<file path="src/rtl/mem_lsu.sv">
// MEM-stage load/store unit. Takes the instruction held in the EX/MEM register,
// runs one word-aligned access on the data bus, aligns load data, builds store
// strobes and registers the write-back result (MEM/WB boundary).
//
// Bus handshake: a request is offered with dbus_req_valid=1. It is accepted on
// the first clk edge where dbus_req_valid and dbus_req_ready are both high.
// Until that edge, valid stays high and addr/we/wstrb/wdata do not change.
// After acceptance, the access completes on the first edge with
// dbus_rsp_valid=1. Responses outside WAIT are ignored.
module mem_lsu #(
  parameter int TIMEOUT_CYCLES = 255
) (
  input  logic        clk,
  input  logic        rst_n,
  input  logic [31:0] mem_alu_result,
  input  logic [31:0] mem_rs2_val_for_store,
  input  logic [4:0]  mem_rd_addr,
  input  logic        mem_reg_write,
  input  logic        mem_mem_read,
  input  logic        mem_mem_write,
  input  logic [1:0]  mem_wb_sel,
  input  logic [1:0]  mem_load_size,
  input  logic [1:0]  mem_store_size,
  input  logic        mem_load_signed,
  input  logic [31:0] mem_wb_candidate,
  input  logic        mem_csr_hit,
  input  logic [31:0] mem_csr_data,
  output logic        dbus_req_valid,
  input  logic        dbus_req_ready,
  output logic [31:0] dbus_addr,
  output logic        dbus_we,
  output logic [3:0]  dbus_wstrb,
  output logic [31:0] dbus_wdata,
  input  logic        dbus_rsp_valid,
  input  logic [31:0] dbus_rdata,
  output logic        stall_o,
  output logic [4:0]  wb_rd_addr,
  output logic        wb_reg_write,
  output logic [31:0] wb_data,
  output logic        misalign_o,
  output logic        bus_err_o,
  output logic [1:0]  dbg_state
);

  typedef enum logic [1:0] {
    S_IDLE = 2'd0,
    S_REQ  = 2'd1,
    S_WAIT = 2'd2,
    S_DONE = 2'd3
  } state_t;

  localparam logic [15:0] TIMEOUT_LAST = 16'(TIMEOUT_CYCLES - 1);

  state_t state, state_next;

  // Latched access context, held stable while the bus access is in flight.
  logic [31:0] addr_q;
  logic [1:0]  size_q;
  logic        signed_q;
  logic        we_q;
  logic [31:0] wdata_q;
  logic [3:0]  wstrb_q;
  logic [4:0]  rd_q;
  logic        regw_q;
  logic [31:0] rdata_q;
  logic        err_q;
  logic [15:0] tcnt;

  logic        acc;
  logic [1:0]  acc_size;
  logic        misaligned;
  logic        start;
  logic        timed_out;
  logic [31:0] st_wdata;
  logic [3:0]  st_wstrb;
  logic [31:0] load_word;
  logic [31:0] load_data;
  logic [31:0] nonmem_data;

  // A store wins when both read and write are flagged.
  assign acc        = mem_mem_read | mem_mem_write;
  assign acc_size   = mem_mem_write ? mem_store_size : mem_load_size;
  assign misaligned = ((acc_size == 2'b01) & mem_alu_result[0]) |
                      (acc_size[1] & (mem_alu_result[1:0] != 2'b00));
  assign start      = acc & ~misaligned;
  assign timed_out  = (tcnt == TIMEOUT_LAST);

  // Store lane replication and byte strobes from the current EX/MEM instruction.
  always_comb begin
    st_wdata = mem_rs2_val_for_store;
    st_wstrb = 4'b1111;
    case (mem_store_size)
      2'b00: begin
        st_wdata = {4{mem_rs2_val_for_store[7:0]}};
        st_wstrb = 4'b0001 << mem_alu_result[1:0];
      end
      2'b01: begin
        st_wdata = {2{mem_rs2_val_for_store[15:0]}};
        st_wstrb = 4'b0011 << mem_alu_result[1:0];
      end
      default: begin
        st_wdata = mem_rs2_val_for_store;
        st_wstrb = 4'b1111;
      end
    endcase
  end

  // Load alignment: shifting by the byte lane also centres an aligned half.
  always_comb begin
    load_word = rdata_q >> {addr_q[1:0], 3'b000};
    case (size_q)
      2'b00:   load_data = signed_q ? {{24{load_word[7]}}, load_word[7:0]}
                                    : {24'h0, load_word[7:0]};
      2'b01:   load_data = signed_q ? {{16{load_word[15]}}, load_word[15:0]}
                                    : {16'h0, load_word[15:0]};
      default: load_data = rdata_q;
    endcase
  end

  // Write-back value for non-memory ops; load-select without an access falls back to ALU.
  always_comb begin
    if (mem_csr_hit) begin
      nonmem_data = mem_csr_data;
    end else if (mem_wb_sel[1]) begin
      nonmem_data = mem_wb_candidate;
    end else begin
      nonmem_data = mem_alu_result;
    end
  end

  // State register.
  always_ff @(posedge clk) begin
    if (!rst_n) begin
      state <= S_IDLE;
    end else begin
      state <= state_next;
    end
  end

  // Next-state selection.
  always_comb begin
    state_next = state;
    case (state)
      S_IDLE:  if (start) state_next = S_REQ;
      S_REQ:   if (dbus_req_ready) state_next = S_WAIT;
      S_WAIT:  if (dbus_rsp_valid || timed_out) state_next = S_DONE;
      S_DONE:  state_next = S_IDLE;
      default: state_next = S_IDLE;
    endcase
  end

  // Bus outputs come only from latched context, so they hold still during REQ.
  always_comb begin
    dbus_req_valid = (state == S_REQ);
    dbus_addr      = 32'h0;
    dbus_we        = 1'b0;
    dbus_wstrb     = 4'b0000;
    dbus_wdata     = 32'h0;
    if (state == S_REQ) begin
      dbus_addr  = {addr_q[31:2], 2'b00};
      dbus_we    = we_q;
      dbus_wstrb = wstrb_q;
      dbus_wdata = wdata_q;
    end
  end

  // Freeze upstream while an access is pending; forced low during reset.
  assign stall_o   = rst_n & (((state == S_IDLE) & start) |
                              (state == S_REQ) | (state == S_WAIT));
  assign dbg_state = state;

  // Access context, timeout counter, pulses and the MEM/WB register.
  always_ff @(posedge clk) begin
    if (!rst_n) begin
      addr_q       <= 32'h0;
      size_q       <= 2'b00;
      signed_q     <= 1'b0;
      we_q         <= 1'b0;
      wdata_q      <= 32'h0;
      wstrb_q      <= 4'b0000;
      rd_q         <= 5'd0;
      regw_q       <= 1'b0;
      rdata_q      <= 32'h0;
      err_q        <= 1'b0;
      tcnt         <= 16'h0;
      wb_rd_addr   <= 5'd0;
      wb_reg_write <= 1'b0;
      wb_data      <= 32'h0;
      misalign_o   <= 1'b0;
      bus_err_o    <= 1'b0;
    end else begin
      misalign_o <= 1'b0;
      bus_err_o  <= 1'b0;
      case (state)
        S_IDLE: begin
          if (acc) begin
            // Memory op: WB sees a bubble until the access finishes (or never, if misaligned).
            wb_rd_addr   <= mem_rd_addr;
            wb_reg_write <= 1'b0;
            wb_data      <= 32'h0;
            if (misaligned) begin
              misalign_o <= 1'b1;
            end else begin
              addr_q   <= mem_alu_result;
              size_q   <= acc_size;
              signed_q <= mem_load_signed;
              we_q     <= mem_mem_write;
              wdata_q  <= mem_mem_write ? st_wdata : 32'h0;
              wstrb_q  <= mem_mem_write ? st_wstrb : 4'b0000;
              rd_q     <= mem_rd_addr;
              regw_q   <= mem_reg_write;
              err_q    <= 1'b0;
            end
          end else begin
            wb_rd_addr   <= mem_rd_addr;
            wb_reg_write <= mem_reg_write;
            wb_data      <= nonmem_data;
          end
        end
        S_REQ: begin
          wb_reg_write <= 1'b0;
          tcnt         <= 16'h0;
        end
        S_WAIT: begin
          wb_reg_write <= 1'b0;
          tcnt         <= tcnt + 16'h1;
          if (dbus_rsp_valid) begin
            rdata_q <= dbus_rdata;
          end else if (timed_out) begin
            rdata_q   <= 32'h0;
            err_q     <= 1'b1;
            bus_err_o <= 1'b1;
          end
        end
        S_DONE: begin
          wb_rd_addr   <= rd_q;
          wb_reg_write <= regw_q & ~we_q & ~err_q;
          if (we_q || err_q) begin
            wb_data <= 32'h0;
          end else if (mem_csr_hit) begin
            wb_data <= mem_csr_data;
          end else begin
            wb_data <= load_data;
          end
        end
        default: wb_reg_write <= 1'b0;
      endcase
    end
  end

endmodule

</file>
<file path="config.mk">
export PLATFORM = sky130hd
export DESIGN_NAME = mem_lsu
export DESIGN_NICKNAME = d
export VERILOG_FILES = /design/src/rtl/mem_lsu.sv
export SDC_FILE = /design/constraint.sdc
export NUM_CORES = 1
export LEC_CHECK = 0
export ABC_AREA = 0
export CAP_MARGIN = 0
export CORE_UTILIZATION = 45
export DETAILED_ROUTE_END_ITERATION = 6
export PLACE_DENSITY_LB_ADDON = 0.1
export RECOVER_POWER = 100
export REMOVE_ABC_BUFFERS = 1
export SLEW_MARGIN = 5
export SYNTH_ARGS = -nofsm -noshare
export SYNTH_HDL_FRONTEND = slang
export SYNTH_SLANG_ARGS = --single-unit
</file>
<file path="constraint.sdc">
create_clock -name clk -period 5.1 [get_ports clk]
set_input_delay 1.275 -clock clk [delete_from_list [all_inputs] [get_ports clk]]
set_output_delay 1.275 -clock clk [all_outputs]
set_load 0.01 [all_outputs]
</file>
[Word-level counts from Yosys, hierarchy flattened]
Cells that the tools add are included.
Word-level totals
  register bits after elaboration: 169
  input bits: 180
  word-level logic and storage cells: 103
Operators by class
  eq/ne operators: 14
  reductions and logical operators: 17
  bitwise operators: 16
  shift operators: 3
  multiplexer cells: 35
  $add $sub $neg: 1
Operators with widths (number)
  32-bit 2-to-1 mux: 12
  32-bit one-hot mux with 2 select lines: 3
  16-bit one-hot mux with 2 select lines: 1
  32-bit by 5-bit >> shifter with 16-bit output: 1
  16-bit by 1-bit adder with 16-bit output (second input constant): 1
  16-bit by 8-bit equality test with 1-bit output (second input constant): 1
  2-bit != test (second input constant): 6
  5-bit one-hot mux with 2 select lines: 1
  2-bit nonzero test: 5
  3-bit AND reduction: 3
  2-bit by 1-bit equality test with 1-bit output (second input constant): 4
  1-bit 2-to-1 mux: 8
  2-bit 2-to-1 mux: 4
  4-bit 2-to-1 mux: 2
  2-bit one-hot mux with 4 select lines: 1
  4-bit one-hot mux with 2 select lines: 1
  1-bit bitwise AND: 7
  2-bit logical NOT: 3
  1-bit NOT: 5
  5-bit AND reduction: 1
  2-bit equality test (second input constant): 2
  1-bit bitwise OR: 4
  1-bit by 2-bit << shifter with 4-bit output (first input constant): 1
  2-bit by 2-bit << shifter with 4-bit output (first input constant): 1
  other kinds (7): 8

[Depth between registers and ports, before layout]
Gate-level depths: netlist of run 1.
  word-level depth: 10
  depth in mapped cells: 9
  mapped depth without buffers: 6

[Worst setup path before layout of run 1]
Ideal clock, no wire load.
  path type: input to output
  from: in mem_mem_write
  to: out stall_o
  path slack: 1.467 ns
  buffers on the path: 3
  stages: 6
  arrival time: 2.358 ns
  path through: buf_6 -> buf_2 -> o21a_1 -> o221ai_2 -> clkbuf_1 -> a21oi_1
On the way
  word-level cells in the longest chain between the ends: 10
  elaborated cells between the ends (all ways): 12
  classes of those cells: 1 x eq/ne; 1 x mux; 10 x bitwise
Ends and longest elaborated chain
  from (decl): line 20  | input logic mem_mem_write,
  2-bit 2-to-1 mux: line 82  | assign acc_size = mem_mem_write ? mem_store_size : mem_load_size;
  2-bit by 1-bit equality test with 1-bit output: line 83  | assign misaligned = ((acc_size == 2'b01) & mem_alu_result[0]) |
  1-bit bitwise AND: line 83
  1-bit bitwise OR: line 83
  1-bit NOT (no line)
  1-bit bitwise AND *: line 85  | assign start = acc & ~misaligned;
  1-bit bitwise AND *: line 168  | assign stall_o = rst_n & (((state == S_IDLE) & start) |
  1-bit bitwise OR *: line 168
  1-bit bitwise OR *: line 169  | (state == S_REQ) | (state == S_WAIT));
  1-bit bitwise AND *: line 168
  to (decl): line 36  | output logic stall_o,
Mark *: on every way between the ends. The rest lies on a longest branch, timed or not.

[Worst setup path after layout of run 1]
Ends and elaborated chain as after synthesis.

==> results of run 1 <==
## final timing paths
path	start	endpoint	slack, ps
worst min-delay path	wdata_q[2]	wdata_q[2]	450
worst max register to register	dbg_state[1]	tcnt[14]	820
worst max-delay path	mem_mem_write	stall_o	310
worst min register to register	wdata_q[2]	wdata_q[2]	450
## metal layers
metal	part of all wire, %	vias up	wire (microns)	global-route usage (%)
li1	-	4412	-	-
met1	42	4275	12300	35.6
met2	47	338	14000	48.5
met3	7.5	67	2220	7.83
met4	3.5	2	1050	11.9
met5	0.030	-	9	0
## worst max-delay path, delay by kind of cell
family	cells	cell delay [ps]
compound gates	2	380
mux	1	470
buf+inv	2	1380
## cell usage after synthesis, types with 6 or more instances
| master | instances |
|---|---|
| buf_4 | 6 |
| a211oi_1 | 16 |
| buf_2 | 22 |
| inv_1 | 25 |
| o211ai_1 | 8 |
| nand4_1 | 7 |
| a21oi_1 | 104 |
| o21ai_0 | 40 |
| nor3_1 | 33 |
| nand2_1 | 145 |
| dfxtp_1 | 169 |
| a221o_1 | 23 |
| mux2_2 | 29 |
| ha_1 | 7 |
| nand3_1 | 59 |
| a22oi_1 | 32 |
| nand3b_1 | 8 |
| mux2i_1 | 34 |
| nor2b_1 | 17 |
| o41ai_1 | 7 |
| clkbuf_1 | 69 |
| or3_1 | 6 |
| xor2_1 | 6 |
| o2bb2ai_1 | 6 |
| a22o_1 | 39 |
| and2_1 | 68 |
| nor2_1 | 61 |
## stage by stage
step	cells	util (%)	setup WS, ps	area, sq um	hold WS, ps
finish	1614	63.7	311	12400	447
global route	1613	63.7	255	12400	465
CTS	1613	63.9	491	12500	448
detailed placement	1581	61.1	497	11900	439
global placement	1581	61.1	553	11900	434
floorplan	1010	-	347	8570	427
## registers in the layout (all words and copies together), names as in the netlist
| signal | cells |
|---|---|
| misalign_o | 1 |
| wstrb_q | 4 |
| addr_q | 32 |
| tcnt | 16 |
| dbg_state | 2 |
| rd_q | 5 |
| bus_err_o | 1 |
| wb_rd_addr | 5 |
| err_q | 1 |
| rdata_q | 32 |
| we_q | 1 |
| signed_q | 1 |
| wb_data | 32 |
| wb_reg_write | 1 |
| wdata_q | 32 |
| regw_q | 1 |
| size_q | 2 |
## placed cells by master (no fill, tap or decap), types with 3 or more instances in the layout
| cell | n |
|---|---|
| a211oi_1 | 16 |
| a21oi_1 | 104 |
| a221o_1 | 23 |
| a22o_1 | 39 |
| a22oi_1 | 32 |
| a31oi_1 | 3 |
| and2_0 | 38 |
| and2_1 | 30 |
| and3_1 | 5 |
| and4_1 | 3 |
| buf_4 | 11 |
| clkbuf_1 | 5 |
| clkbuf_16 | 17 |
| clkbuf_2 | 3 |
| clkdlybuf4s50_1 | 214 |
| clkinv_4 | 6 |
| dfxtp_1 | 169 |
| dlygate4sd3_1 | 72 |
| ha_1 | 6 |
| inv_1 | 25 |
| inv_6 | 4 |
| mux2_1 | 4 |
| mux2_2 | 29 |
| mux2i_1 | 34 |
| nand2_1 | 145 |
| nand3_1 | 59 |
| nand3b_1 | 8 |
| nand4_1 | 7 |
| nor2_1 | 61 |
| nor2b_1 | 17 |
| nor3_1 | 34 |
| o211ai_1 | 8 |
| o21ai_0 | 40 |
| o21ai_1 | 5 |
| o2bb2ai_1 | 6 |
| o41ai_1 | 7 |
| or3_1 | 6 |
| xnor2_1 | 4 |
| xor2_1 | 6 |
## report_power, final
group	internal, mW	total [mW]	leakage (nW)	switching (mW)
Sequential	1.51	1.65	1.37	0.137
Clock	0.650	1.23	0.271	0.581
Combinational	0.684	1.74	3.05	1.05
## cells by family (layout without fill, tap and decap cells)
kind of cell	Yosys count	after routing	synth area share (%)
and+or+nand+nor	422	422	22.8
AOI/OAI and AO/OA	303	303	23.2
DFF	169	169	37.6
buffers and inverters	131	366	6.11
muxes	69	69	8.32
xor gates and xnor gates	10	10	0.972
adders and majority gates	7	7	0.972
other	1	3	0.0416
## final cells by class
| type | instances | area (sq um) | share of cell area [%] |
|---|---|---|---|
| Clock inverter | 13 | 111 | 0.895 |
| Tap cell | 265 | 332 | 2.66 |
| Clock buffer | 19 | 443 | 3.56 |
| Antenna cell | 1 | 2.50 | 0.0201 |
| Sequential cell | 169 | 3380 | 27.2 |
| Multi-Input combinational cell | 813 | 5080 | 40.8 |
| Inverter | 28 | 106 | 0.855 |
| Timing Repair Buffer | 306 | 2990 | 24.0 |
==> impl_metrics.yaml, run 1 <==
synthesis:
  synth_cell_type_count: 67
  syn_area_sq_um: 9010
  yosys_warnings: 0
  synth_top_area_cell: "dfxtp_1"
  synth_seq_area_share_pct: 37.6
  synth_edf_count: 0
  async_flop_share_pct: 0
  ys.flop_type: "dfxtp_1"
  synth.top_cell.area_share_pct: 37.6
  synth_cells: 1112
  ys_ff_latch: 169
  avgSynthCellArea_sq_um: 8.10
  synthTopCellsByArea: "dfxtp_1 (38%), nand2_1 (6.0%), a21oi_1 (5.8%), and2_1 (4.7%), a22o_1 (3.8%)"
route:
  final_antenna_net_count: 0
  vias: 9094
  post-route-drc-count: 0
  drtPass1Iterations: 5
  drt_wl_total_microns: 29600
  vias_per_cell: 5.63
  routedWlPerCell_microns: 18.3
  drtIter0Drc: 584
floorplanning:
  die_y_microns: 144
  die_x_microns: 144
  num_io_pins: 293
  core_sq_um: 19500
  rows: 51
  fp.dieArea_sq_um: 20600
  start_util_pct: 46.1
power:
  power_mw: 4.62
  pwr_density_cell_nw_per_um2: 371
  vdd.ir_drop.worst_uv: 344
  cellLeakagePower_nw: 4.69
timing:
  rsz0062_at_grt: "false"
  final_hold_viol_count: 0
  fin_skew_ps: 11.0
  tightest_slew_ps: 2730
  drv_slew: 131
  fin_crit_ps: 4790
  max_slew_margin_pct: -82.0
  max_clock_freq_mhz: 209
  fin_crit_sh_pct: 93.9
  finalSetupViolCount: 0
  fin_setup_tns_ps: 0
clock_network:
  cts_root_buf: "clkbuf_16"
  ctsHoldBuffers: 0
  cts_setup_buffers: 0
  cts_tree: "done"
  post_cts_resized: 0
  cts_sinks: 169
  clk_path_buf_depth: 2
  insertion_delay_ps: 430
  htree_levels: 4
  clk_pin_slew_worst_paths_ps: 70
  cts_buffers: 17
layout:
  fin_nets: 1522
  drive_gt1_share_pct: 6.60
  area_delta_synth_final_pct: 38.1
  nFillCells: 1794
critical_path:
  critPathMaxStageDelay_ps: 740
  crit_slowest_cell: "dlygate4sd3_1"
  path_cells: "dlygate4sd3_1 -> mux2i_1 -> o221ai_4 -> a21oi_1 -> dlygate4sd3_1"
  worstSetupStartpointType: "input pin"
  worst_path_most_repeated_cell: "dlygate4sd3_1"
  r2r_cells: 7
  arrival_ps: 3510
  path_max_fanout: 7
  crit_required_ps: 3830
  crit_path_end_kind: "primary output"
  crit_type: "input pin to primary output"
min_path:
  whs_path_depth: 2
  hp-class: "flop to flop"
run_status:
  violations: "max-capacitance violations, max-slew violations"
  outcome: "finished, violations left"
global_routing:
  grt_start_max_net_pins: 82
  grt_pass1_wl_microns: 46400
  overflow: 0
  antenna_found_initial: 1
  grt_pass1_vias: 8768
  grt.total_usage_pct: 29.2
run:
  max_cap_viol_count: 3
place:
  gp_congestion: 0.842
  place.detailed.hpwl_microns: 20700
  port_buffers: 289
Note: power is estimated with default switching activity, not from simulation.
==> run 2, diff against run 1 <==
Settings changed: CORE_ASPECT_RATIO set to 1.25.
==> run 2 against run 1 <==
The run still ends with max-capacitance violations, max-slew violations left. Critical path type unchanged. First-iteration DRC count rose by 17%. Flip-flop and latch count did not move. Fmax rose by 1.3%. Total power rose by 1.2%. Cell count did not move. Critical path depth rose by 1. Global-route usage fell by 0.95 points.
==> impl_metrics.yaml, run 2 (synthesis results as in run 1) <==
run_status:
  outcome: "finished, violations left"
  violations: "max-capacitance violations, max-slew violations"
critical_path:
  reg2reg_from: "dbg_state[0]"
  arrival_ps: 3450
  reg2reg_slack_ps: 2100
  r2r_cells: 7
  worstSetupStartpointType: "input pin"
  path_max_fanout: 7
  crit_required_ps: 3830
  r2r-end: "err_q"
  startpoint: "mem_mem_write"
  crit_path_end_kind: "primary output"
  crit_type: "input pin to primary output"
  endpoint: "stall_o"
place:
  dp_slack_ps: 616
  placed_cell_area_sq_um: 11900
  place.detailed.hpwl_microns: 19400
  placedCellCount: 1583
  port_buffers: 289
  gp_congestion: 0.832
layout:
  multi_input_area_sq_um: 5090
  instances_no_fill: 1614
  seqCellArea_sq_um: 3380
  layout_commonest_cell: "clkdlybuf4s50_1"
  final_cell_mix: "clkdlybuf4s50_1 (208), dfxtp_1 (169), nand2_1 (145)"
  fin_nets: 1524
  final_area_sq_um: 12500
  nFillCells: 1806
  n_antenna_cell: 0
  drive_gt1_share_pct: 6.82
  area_delta_synth_final_pct: 38.5
clock_network:
  clk_path_buf_depth: 2
  clk_pin_slew_worst_paths_ps: 70
  htree_levels: 4
  post_cts_resized: 0
  insertion_delay_ps: 430
  cts_sinks: 169
  cts_buffers: 17
  cts_root_buf: "clkbuf_16"
  cts_setup_buffers: 0
  cts_tree: "done"
  ctsHoldBuffers: 0
route:
  routedWlPerCell_microns: 18.0
  vias: 9004
  vias_per_cell: 5.58
  final_antenna_net_count: 0
  drtIter0Drc: 684
  post-route-drc-count: 0
  drt_wl_total_microns: 29100
  drtPass1Iterations: 5
timing:
  drv_slew: 295
  fin_crit_ps: 4730
  fin_crit_sh_pct: 92.7
  setup_ws_ps: 370
  rsz0062_at_grt: "false"
  max_clock_freq_mhz: 211
  tightest_slew_ps: 2050
  max_slew_margin_pct: -36.9
  final_hold_viol_count: 0
  hold-worst-slack_ps: 446
  finalSetupViolCount: 0
  fin_skew_ps: 13.2
  fin_setup_tns_ps: 0
floorplanning:
  start_util_pct: 46.1
  die_y_microns: 160
  rows: 57
  num_io_pins: 293
  core_sq_um: 19500
  die_x_microns: 129
  fp.dieArea_sq_um: 20600
min_path:
  hold_start: "wdata_q[2]"
  hp-class: "flop to flop"
power:
  pwr_density_cell_nw_per_um2: 375
  vdd.ir_drop.worst_uv: 253
  cellLeakagePower_nw: 4.73
global_routing:
  overflow: 0
  antenna_found_initial: 0
  grt_pass1_wl_microns: 45600
  grt_start_max_net_pins: 89
  grt.total_usage_pct: 28.2
  grt_pass1_vias: 8601
run:
  max_cap_viol_count: 5
-- run 2: cell types whose count changed in the layout (fill, tap and decap cells not counted), sizes merged --
cell	change
diode	-1
clkinv	-5
buf	+2
dlygate4sd3	+6
bufinv	+1
clkinvlp	+4
inv	-1
clkdlybuf4s50	-6
-- run 2: where the power goes --
group	internal, mW	switching, mW
registers	1.51	0.131
clock network	0.702	0.567
logic	0.692	1.07
-- run 2: worst min path at each step --
stage             endpoint  slack [ps]  cells past startpoint
6_report        wdata_q[2]         450                      2
5_1_grt         wdata_q[2]         460                      2
4_1_cts        wdata_q[22]         450                      2
3_5_place_dp   wdata_q[22]         440                      2
3_3_place_gp    wdata_q[0]         430                      2
2_1_floorplan   wdata_q[0]         430                      2
-- run 2: through the flow --
stage,util (%),power (mW)
CTS,64.0,4.75
detailed placement,61.1,3.47
global route,63.9,4.95
global placement,61.1,3.45
floorplan,-,2.60
finish,63.9,4.68
-- run 2: area by class of cell --
class	instances	area share (%)
Clock buffer	19	3.63
Clock inverter	12	0.932
Inverter	28	0.852
Multi-Input combinational cell	813	40.8
Sequential cell	169	27.1
Tap cell	265	2.66
Timing Repair Buffer	308	24.0
-- run 2: layer usage --
metal,share of wire (%),track usage [%],up-vias
met4,2.2,9.52,0
met5,0,0,-
met3,6.1,6.83,36
met1,42,34.1,4279
li1,-,-,4413
met2,50,48.5,276
-- run 2: critical path, cell delays in order --
cell           delay, ps
dlygate4sd3_1        620
clkbuf_1             350
o21a_1               270
o221ai_4             120
a21oi_1              130
dlygate4sd3_1        680
==> run 3, diff against run 2 <==
Settings changed: CTS_CLUSTER_SIZE set to 30.
==> results of run 3 <==
The final DEF is identical to that of run 2; final timing and power are the same.
